### config.mk
export PLATFORM = sky130hd
export DESIGN_NAME = bus_arbiter
export DESIGN_NICKNAME = d
export VERILOG_FILES = /design/src/rtl/bus_arbiter.sv
export SDC_FILE = /design/constraint.sdc
export NUM_CORES = 1
export LEC_CHECK = 0
export ABC_CLOCK_PERIOD_IN_PS = 5370
export CELL_PAD_IN_SITES_DETAIL_PLACEMENT = 1
export CELL_PAD_IN_SITES_GLOBAL_PLACEMENT = 1
export CORE_ASPECT_RATIO = 0.7
export CORE_UTILIZATION = 31
export CTS_CLUSTER_DIAMETER = 50
export CTS_CLUSTER_SIZE = 10
export DETAILED_ROUTE_END_ITERATION = 7
export PLACE_DENSITY = 0.72
export SYNTH_ARGS = -nofsm -noshare
export SYNTH_HDL_FRONTEND = slang
export SYNTH_SLANG_ARGS = --single-unit
export TNS_END_PERCENT = 30
### constraint.sdc
create_clock -name clk -period 5.37 [get_ports clk]
set_input_delay 0.8055 -clock clk [delete_from_list [all_inputs] [get_ports clk]]
set_output_delay 0.8055 -clock clk [all_outputs]
set_load 0.005 [all_outputs]
### src/rtl/bus_arbiter.sv
// -----------------------------------------------------------------------------
// bus_arbiter
//
// Two-master bus arbiter with split/resume handling and a hold-time limit.
// A master that is split by the slave is parked and can never be granted
// until the slave resumes it. A resumed master gets priority at its next
// arbitration. A grant that has been held for MAX_HOLD cycles while the other
// master is eligible is revoked. That revocation is flagged by a one-cycle
// timeout pulse.
//
// Every change of ownership passes through one IDLE cycle. All outputs are
// decoded from registered state, so a grant rises one clock after the request
// is sampled in IDLE.
//
// Parameters
//   MAX_HOLD     grant hold limit in cycles while the other master waits
//                (legal range 2..31; the hold counter is 5 bits wide)
//
// Configuration macro
//   ROUND_ROBIN_EN  defined   : a tie with no resume priority goes to the
//                               master that did not own the bus last
//                   undefined : a tie with no resume priority always goes to
//                               master1; there is no last-owner register
//
// Ports
//   clk                  in   rising-edge clock
//   reset                in   synchronous, active-high reset
//   m1_request           in   master1 wants the bus (held for the transaction)
//   m2_request           in   master2 wants the bus (held for the transaction)
//   split                in   one-cycle pulse: split the current owner
//   m1_resume            in   one-cycle pulse: parked master1 may re-arbitrate
//   m2_resume            in   one-cycle pulse: parked master2 may re-arbitrate
//   m1_grant             out  master1 owns the bus
//   m2_grant             out  master2 owns the bus
//   owner[1:0]           out  00 none, 01 master1, 10 master2
//   m1_parked            out  master1 held off by a pending split
//   m2_parked            out  master2 held off by a pending split
//   timeout              out  one-cycle pulse after a grant is revoked
// -----------------------------------------------------------------------------
module bus_arbiter #(
    parameter int MAX_HOLD = 16
) (
    input  logic       clk,
    input  logic       reset,
    input  logic       m1_request,
    input  logic       m2_request,
    input  logic       split,
    input  logic       m1_resume,
    input  logic       m2_resume,
    output logic       m1_grant,
    output logic       m2_grant,
    output logic [1:0] owner,
    output logic       m1_parked,
    output logic       m2_parked,
    output logic       timeout
);

    localparam logic [1:0] ST_IDLE   = 2'd0;
    localparam logic [1:0] ST_GRANT1 = 2'd1;
    localparam logic [1:0] ST_GRANT2 = 2'd2;

    // Last counter value before the hold limit is reached.
    localparam logic [4:0] HOLD_LAST = 5'(MAX_HOLD - 1);

    logic [1:0] state_q,    state_d;
    logic [4:0] hold_cnt_q, hold_cnt_d;
    logic       parked1_q,  parked1_d;
    logic       parked2_q,  parked2_d;
    logic       prio1_q,    prio1_d;
    logic       prio2_q,    prio2_d;
    logic       timeout_q,  timeout_d;
`ifdef ROUND_ROBIN_EN
    // 1: master2 owned the bus last, 0: master1 did.
    logic       last2_q,    last2_d;
`endif

    logic elig1;
    logic elig2;
    logic tie_to_m1;
    logic pick1;
    logic hold_full;

    assign elig1     = m1_request & ~parked1_q;
    assign elig2     = m2_request & ~parked2_q;
    assign hold_full = (hold_cnt_q == HOLD_LAST);

`ifdef ROUND_ROBIN_EN
    assign tie_to_m1 = last2_q;
`else
    assign tie_to_m1 = 1'b1;
`endif

    // Master1 wins IDLE arbitration if it is eligible and either alone, or
    // holds the only resume-priority flag, or wins the plain tie rule.
    always_comb begin
        pick1 = 1'b0;
        if (elig1 && !elig2) begin
            pick1 = 1'b1;
        end else if (elig1 && elig2) begin
            if (prio1_q && !prio2_q) begin
                pick1 = 1'b1;
            end else if (prio2_q && !prio1_q) begin
                pick1 = 1'b0;
            end else begin
                pick1 = tie_to_m1;
            end
        end
    end

    always_comb begin
        state_d    = state_q;
        hold_cnt_d = hold_cnt_q;
        parked1_d  = parked1_q;
        parked2_d  = parked2_q;
        prio1_d    = prio1_q;
        prio2_d    = prio2_q;
        timeout_d  = 1'b0;
`ifdef ROUND_ROBIN_EN
        last2_d    = last2_q;
`endif

        // A resume only matters to a master that is actually parked.
        if (m1_resume && parked1_q) begin
            parked1_d = 1'b0;
            prio1_d   = 1'b1;
        end
        if (m2_resume && parked2_q) begin
            parked2_d = 1'b0;
            prio2_d   = 1'b1;
        end

        case (state_q)
            ST_IDLE: begin
                if (pick1) begin
                    state_d    = ST_GRANT1;
                    hold_cnt_d = 5'd0;
                    prio1_d    = 1'b0;
`ifdef ROUND_ROBIN_EN
                    last2_d    = 1'b0;
`endif
                end else if (elig2) begin
                    state_d    = ST_GRANT2;
                    hold_cnt_d = 5'd0;
                    prio2_d    = 1'b0;
`ifdef ROUND_ROBIN_EN
                    last2_d    = 1'b1;
`endif
                end
            end

            ST_GRANT1: begin
                // Split takes precedence over a simultaneous request drop.
                if (split) begin
                    state_d   = ST_IDLE;
                    parked1_d = 1'b1;
                end else if (!m1_request) begin
                    state_d = ST_IDLE;
                end else if (hold_full && elig2) begin
                    state_d   = ST_IDLE;
                    timeout_d = 1'b1;
`ifdef ROUND_ROBIN_EN
                    last2_d   = 1'b0;
`endif
                end else if (!hold_full) begin
                    hold_cnt_d = hold_cnt_q + 5'd1;
                end
            end

            ST_GRANT2: begin
                if (split) begin
                    state_d   = ST_IDLE;
                    parked2_d = 1'b1;
                end else if (!m2_request) begin
                    state_d = ST_IDLE;
                end else if (hold_full && elig1) begin
                    state_d   = ST_IDLE;
                    timeout_d = 1'b1;
`ifdef ROUND_ROBIN_EN
                    last2_d   = 1'b1;
`endif
                end else if (!hold_full) begin
                    hold_cnt_d = hold_cnt_q + 5'd1;
                end
            end

            default: begin
                state_d = ST_IDLE;
            end
        endcase
    end

    always_ff @(posedge clk) begin
        if (reset) begin
            state_q    <= ST_IDLE;
            hold_cnt_q <= 5'd0;
            parked1_q  <= 1'b0;
            parked2_q  <= 1'b0;
            prio1_q    <= 1'b0;
            prio2_q    <= 1'b0;
            timeout_q  <= 1'b0;
`ifdef ROUND_ROBIN_EN
            last2_q    <= 1'b1;
`endif
        end else begin
            state_q    <= state_d;
            hold_cnt_q <= hold_cnt_d;
            parked1_q  <= parked1_d;
            parked2_q  <= parked2_d;
            prio1_q    <= prio1_d;
            prio2_q    <= prio2_d;
            timeout_q  <= timeout_d;
`ifdef ROUND_ROBIN_EN
            last2_q    <= last2_d;
`endif
        end
    end

    assign m1_grant  = (state_q == ST_GRANT1);
    assign m2_grant  = (state_q == ST_GRANT2);
    assign owner     = {m2_grant, m1_grant};
    assign m1_parked = parked1_q;
    assign m2_parked = parked2_q;
    assign timeout   = timeout_q;

endmodule

[Word level (Yosys, flattened, before mapping)]
Index checks and enable logic that the tools add are counted.
Storage, ports and cells
  register bits: 12
  input port bits: 7
Operators by class
  equality and inequality tests: 12
  add/sub/neg operators: 1
  mux-type cells: 43
  bitwise logic cells: 4
  reduce and logical (&&, ||, !) cells: 15
Operator list (number)
  5-bit two-way mux: 9
  1-bit two-way mux: 23
  2-bit two-way mux: 8
  5-bit case mux with 3 select lines: 1
  2-bit != test (second input constant): 6
  1-bit logical AND: 8
  4-bit by 3-bit != test with 1-bit output (second input constant): 2
  8-bit AND reduction: 1
  2-bit case mux with 3 select lines: 1
  5-bit by 1-bit adder with 5-bit output (second input constant): 1
  5-bit by 4-bit equality test with 1-bit output (second input constant): 1
  1-bit zero test: 3
  3-bit != test (second input constant): 1
  3-bit AND reduction: 1
  3-bit nonzero test: 1
  1-bit AND: 2
  2-bit by 1-bit equality test with 1-bit output (second input constant): 1
  2-bit equality test (second input constant): 1
  2-bit zero test: 1
  1-bit inverter: 2
  1-bit case mux with 2 select lines: 1

[Logic depth before layout (Yosys ltp)]
Gate-level depths: netlist (run 1).
  depth in word-level cells: 8
  gate-level depth with buffers: 7
  mapped depth without buffers: 7

[Worst setup path before layout (run 1)]
No wires, ideal clock.
  kind: register to register
  start: register hold_cnt_q[0]
  end: register hold_cnt_q[2]
  setup slack: 3.469 ns
  stages on the path, launching flop included: 8
  buffers on the path: 0
  data arrival time: 1.830 ns
  path through: dfxtp_1 ha_1 and3_1 ha_1 a21oi_2 nand4_2 or4_1 a21oi_1
On the way
  cells in the longest elaborated chain, start to end: 6
  elaborated cells on any way between the ends: 15
  classes of those cells: add/sub: 1; eq/ne: 3; mux: 8; reduce/logical: 3
Ends and longest elaborated chain
  from (decl): RTL line 66  | logic [4:0] hold_cnt_q, hold_cnt_d;
  from (signal assigned): RTL line 206  | hold_cnt_q <= hold_cnt_d;
  5-bit by 1-bit adder with 5-bit output / 5-bit by 4-bit equality test with 1-bit output (equally long branches): RTL line 165, 182, 85
  5-bit two-way mux: RTL line 164, 181
  5-bit two-way mux (on tied branches): RTL line 175, 158
  5-bit two-way mux (on tied branches): RTL line 173, 156
  5-bit two-way mux (on tied branches): RTL line 170, 153
  5-bit case mux with 3 select lines: RTL line 132  | case (state_q)
Several ways; a longest one is shown, not always the timed one. The select of a mux whose other input is x is not followed.
A chain may end at the register's enable or synchronous reset.

[Worst setup path after layout (run 1)]
  start: register state_q[0]
  end: output port m2_grant
On the way
  cells in the longest elaborated chain, start to end: 1
Ends and longest elaborated chain
  from (decl): RTL line 65  | logic [1:0] state_q, state_d;
  from (signal assigned): RTL line 205  | state_q <= state_d;
  2-bit equality test: RTL line 219  | assign m2_grant = (state_q == ST_GRANT2);
  to (decl): RTL line 51  | output logic m2_grant,
No other way between the ends.

==> reports/qor.csv, run 1 <==
metric;value;unit
status;complete, no violations;
Worst Path Arrival;1660;ps
Leak;0.000356;uW
Sw Ratio;32.6;%
most frequent cell after synthesis;dfxtp_1;
Max Fclk;0.406;GHz
grt ovf;0;
placed cell areas;931;um2
design area;953;um2
Comb power frac;27.8;%
Yosys top cell area share;30.4;%
Post-CTS Setup Repair Bufs;0;
Synth area leader;dfxtp_1;
synthesized net count;106;
Critical path destination;m2_grant;
largest cells by area after synthesis;dfxtp_1, ha_1, a21oi_1;
Setup TNS;0;ps
slew margin rel.;68.3;%
CP max stage delay;580;ps
vias in the first global route;785;
DRT iter0 DRCs;10;
Critical Path Fanout Max;8;
CTS Buf Count;3;
fin crit period;2460;ps
Post-DP HPWL;1.81;mm
DRT Pass-1 Iters;4;
WP data required;4560;ps
switching pwr;70.1;uW
Final nets;120;
sequential power share;45.2;%
maximum vdd ir drop;122;uV
Tcrit/Tclk final;45.9;%
Mapped Cells;93;
routability congestion estimate;0.798;
Buffers on Ports;13;
worst hold margin;509;ps
Yosys reg bits;12;
Area Growth Syn to Fin;20.6;%
Register-to-Register Setup Slack;3180;ps
endpoints failing setup;0;
ANT nets after route;0;
H-tree depth;1;
Max Cap Viol;0;
Final Hold Fails;0;
initial antenna violation count;0;
P_int;145;uW
CP Class;reg2out;
Worst Setup SP;state_q[0];
Worst path top cell family by delay;buffers and inverters;
DR DRC count;0;
Post-synth ARST share;0;%
Antenna diodes;0;
placed cell count;134;
Sink Count;12;
Hold/Removal Path Class;reg2reg;
Crit Reg-Reg Endpoint;hold_cnt_q[2];
IO Pins;14;
Seq/Total Area, Yosys;30.4;%
CTS Buffer Depth;2;
Netlist cell types;37;
YS warnings;0;
r2r startpoint;hold_cnt_q[0];
die height;44.3;um
largest net degree at the start of global routing;13;
Worst Path Buf+Inv;2;
Final Skew;5.47;ps
post-cts resize count;0;
hold-critical path depth;2;
layout cells sized above 1;6.67;%
DIE AREA;2760;um2
CTS tree;done;
wirelength, routed;2.28;mm
Clock Power Share;27.0;%
Vias/cell;5.63;
Cell Chain, Critical Path;inv_1 > ha_1 > clkdlybuf4s50_1;
Vias;771;
root buffer cell;clkbuf_4;
Max Slew Vio Count;0;
clock-pin transition on the worst setup and hold timing paths;80;ps
worst reg2reg path depth;7;
Post-synth EDFFs;0;
Routed wire per std cell;16.6;um
Hold Path Origin;hold_cnt_q[4];
Pwr Density;225;nW/um2
critical path endpoint category;output port;
worst-margin pin slew;474;ps
die width;62.4;um
first-pass GRT wire length;3.88;mm
CORE AREA;2280;um2
hold buffers post-CTS;0;
RSZ-0062 raised after global routing;false;
Tot GR Track Use;18.8;%
Mapped Area;791;um2
Main synth FF type;dfxtp_1;
critical path launch point type;flip-flop;
commonest cells in the synthesized netlist;dfxtp_1, a21oi_1, nand2_1;
initial core utilization;34.7;%
row cnt;14;
fin cells;137;
Slowest-stage cell, CP;clkdlybuf4s50_1;
Avg Inst Size Synth;8.50;um2
clk_lat worst skew;280;ps
WP depth;3;
==> cell usage in the layout (no fill, tap or decap), drive strengths merged <==
cell / instances
nand3: 2
dfxtp: 12
clkbuf: 3
o31ai: 2
o221a: 1
and2b: 1
clkdlybuf4s50: 13
a2111oi: 1
nand4: 2
nor3: 1
and3b: 2
a32oi: 1
a211oi: 1
and2: 1
nand2b: 6
or4: 1
o311ai: 1
and3: 2
nor2b: 2
inv: 8
o311a: 1
nor2: 1
nand4b: 5
nand2: 9
o21ai: 5
a21oi: 10
o32ai: 1
and4: 1
ha: 6
a32o: 1
a31oi: 1
o22ai: 1
==> state kept, by name (all words and copies together) (netlist names) <==
register / cells
hold_cnt_q: 5
state_q: 2
m1_parked: 1
m2_parked: 1
prio1_q: 1
prio2_q: 1
timeout: 1
==> metal layers <==
metal	up-vias	part of all wire, %	global-route usage, %	wire [um]
li1	371	-	-	-
met1	368	47	24.0	1070
met2	28	45	31.9	1020
met3	4	7.0	5.41	160
met4	0	0.92	5.12	21
met5	-	0	0	0
==> cell type report <==
| type | instances | area, um2 |
|---|---|---|
| well taps | 32 | 40.0 |
| inverters | 8 | 30.0 |
| clock buffers | 3 | 22.5 |
| multi-input cells | 69 | 490 |
| repair buffers | 13 | 130 |
| flip-flops and latches | 12 | 240 |
| fillers | 289 | 1320 |
==> per-stage QoR <==
step                      power, uW  util [%]  worst slack (ps)
after floorplan                 138         -              3470
after global placement          156      40.9              2920
after detailed placement        158      40.9              2830
after CTS                       217      41.9              2910
after global routing            229      41.9              2880
final                           215      41.9              2910
==> worst min-delay path by stage <==
stage,end
after floorplan,hold_cnt_q[4]
after global placement,hold_cnt_q[4]
after detailed placement,hold_cnt_q[4]
after CTS,hold_cnt_q[4]
after global routing,prio2_q
final,hold_cnt_q[4]
==> power by group through the flow <==
stage          sequential [uW]  clock (uW)  combinational [uW]
2_1_floorplan             97.5           0                40.5
3_3_place_gp              98.7           0                56.9
3_5_place_dp              99.1           0                59.3
4_1_cts                   97.0        60.3                59.4
5_1_grt                   97.7        65.3                65.8
6_report                  97.1        57.9                59.8
==> cell families (layout without fill, tap and decap cells) <==
group | count (synthesis) | after routing | synth area share [%]
buf+inv | 12 | 24 | 7.59
compound gates | 27 | 27 | 23.7
fa+ha+maj | 6 | 6 | 9.49
simple gates | 36 | 36 | 28.8
flops | 12 | 12 | 30.4
==> worst min-delay path: stages, from the launching register on <==
cell,delay [ps]
dfxtp_1,320
o21ai_0,80
a21oi_1,70
Note: power is estimated with default switching activity, not from simulation.
==> run 2: changes to the inputs <==
Settings changed: ABC_CLOCK_PERIOD_IN_PS 5370 to 2100, PLACE_DENSITY 0.72 to 0.75.
Clock period 5.37 ns to 2.1 ns, I/O delays scaled along.
==> run 2 against run 1 <==
  * First-iteration DRC count rose to 3.6 times the previous value
  * Register-to-register slack lost 3100 ps
  * Die area unchanged
  * Core utilization rose by 3.8 points
  * Design area grew 9.2%
  * Clock-buffer cell count unchanged
==> reports/qor.csv, run 2 (synthesis gave the netlist of run 1 again) <==
metric;value;unit
Tcrit/Tclk final;94.7;%
met2 Usage GRT;29.0;%
maximum vdd ir drop;214;uV
Hold/Removal Path Class;reg2reg;
status;complete, no violations;
FF+latch area;240;um2
met3 usage;6.44;%
most frequent cells in the layout;clkdlybuf4s50_1, dfxtp_1, a21oi_1, nand2_1, inv_1;
H-tree depth;1;
vias in the first global route;770;
Post-DP HPWL;1.83;mm
max reg flops;5;
layout cells sized above 1;13.5;%
Critical Path Fanout Max;6;
Max Fclk;0.503;GHz
Final Hold Fails;0;
largest net degree at the start of global routing;9;
DRT Pass-1 Iters;4;
DIE AREA;2760;um2
Multi-input gate area;533;um2
r2r startpoint;hold_cnt_q[0];
fillers;276;
DR DRC count;0;
Tot GR Track Use;19.5;%
clock-pin transition on the worst setup and hold timing paths;80;ps
WP data required;2310;ps
GR peak layer;met2;
critical path launch point type;flip-flop;
clk_lat worst skew;270;ps
DRT iter0 DRCs;36;
initial antenna violation count;0;
root buffer cell;clkbuf_4;
Area Growth Syn to Fin;31.6;%
wirelength, routed;2.33;mm
die height;44.3;um
die width;62.4;um
ANT nets after route;0;
Max Slew Vio Count;0;
fin crit period;1990;ps
Final WS setup;111;ps
Slowest-stage cell, CP;or4_1;
Hold Path Origin;prio2_q;
biggest regs;hold_cnt_q x5, state_q x2;
slew margin rel.;72.8;%
Final nets;126;
initial core utilization;34.7;%
CORE AREA;2280;um2
CP Class;reg2reg;
worst-margin pin slew;398;ps
CTS Buf Count;3;
Cell Chain, Critical Path;ha_1 > and3_1 > ha_4 > nand4b_1 > o311ai_4 > or4_1 > a21oi_1;
Leak;0.000395;uW
Buffers on Ports;13;
Pwr Density;548;nW/um2
CP max stage delay;480;ps
endpoints failing setup;0;
first-pass GRT wire length;4.03;mm
Tot Pwr;570;uW
Largest Register;hold_cnt_q;
critical path endpoint category;flip-flop;
routability congestion estimate;0.810;
Routed wire per std cell;16.3;um
Worst Path Arrival;2200;ps
worst reg2reg path depth;7;
Vias;772;
hold-critical path depth;2;
grt ovf;0;
Max Cap Viol;0;
IO Pins;14;
dpl ws;3.92;ps
commonest non-fill, non-tap cell in the layout;clkdlybuf4s50_1;
Worst Setup SP;hold_cnt_q[0];
CTS Buffer Depth;2;
M1 GR Usage;27.9;%
CTS tree;done;
Sink Count;12;
Final Skew;1.70;ps
Antenna diodes;0;
Vias/cell;5.40;
row cnt;14;
[run 2: changes by cell type in the layout (fill, tap and decap cells not counted)]
cell and change:
a21oi_2 -1, o311ai_2 -1, o21ai_2 +1, buf_4 +6, a21oi_4 +1, o21ai_1 -1, o311ai_4 +1, nand4_4 +1
ha_1 -1, ha_4 +1, nand4_2 -1
[run 2: worst paths after layout]
check / slack (ps) / end
max: 110 / hold_cnt_q[2]
min: 480 / prio2_q
max reg2reg: 110 / hold_cnt_q[2]
min reg2reg: 480 / prio2_q
[run 2: cell type report]
cell class / instances / share of cell area [%]
Inverter: 8 / 2.88
Timing Repair Buffer: 19 / 16.8
Clock buffer: 3 / 2.16
Tap cell: 32 / 3.85
Sequential cell: 12 / 23.1
Multi-Input combinational cell: 69 / 51.2
[run 2: where the power goes]
part | leakage [uW] | total [uW] | internal, uW | switching (uW)
Sequential | 0.0000972 | 248 | 237 | 11.3
Combinational | 0.000284 | 178 | 83.4 | 94.5
Clock | 0.0000138 | 145 | 66.4 | 78.4
[run 2: per-layer routing]
layer / vias to the layer above / share of wire [%]
met5: - / 0
met4: 0 / 0.43
met3: 2 / 3.6
met2: 12 / 42
met1: 375 / 54
li1: 383 / -
[run 2: timing repair]
item / in CTS / in global routing
gates resized for setup: 1 / 5
buffers inserted: 0 / 0
hold buffers: 0 / 0
pin swaps: 0 / 1
setup endpoints to repair: 1 / 1
[run 2: metrics by stage]
stage	hold slack, ps	setup TNS [ps]	utilization (%)	cell area (um2)	instances
floorplan	403	0	-	791	93
global placement	467	0	42.9	976	140
detailed placement	479	0	42.9	976	140
CTS	492	0	44.0	1000	143
global route	501	-13.0	45.7	1040	143
finish	483	0	45.7	1040	143
[run 2: critical path, delay by kind of cell, from the launching register on]
kind	cells	cell delay, ps
simple gates	3	890
fa+ha+maj	2	420
flops	1	340
compound gates	2	280
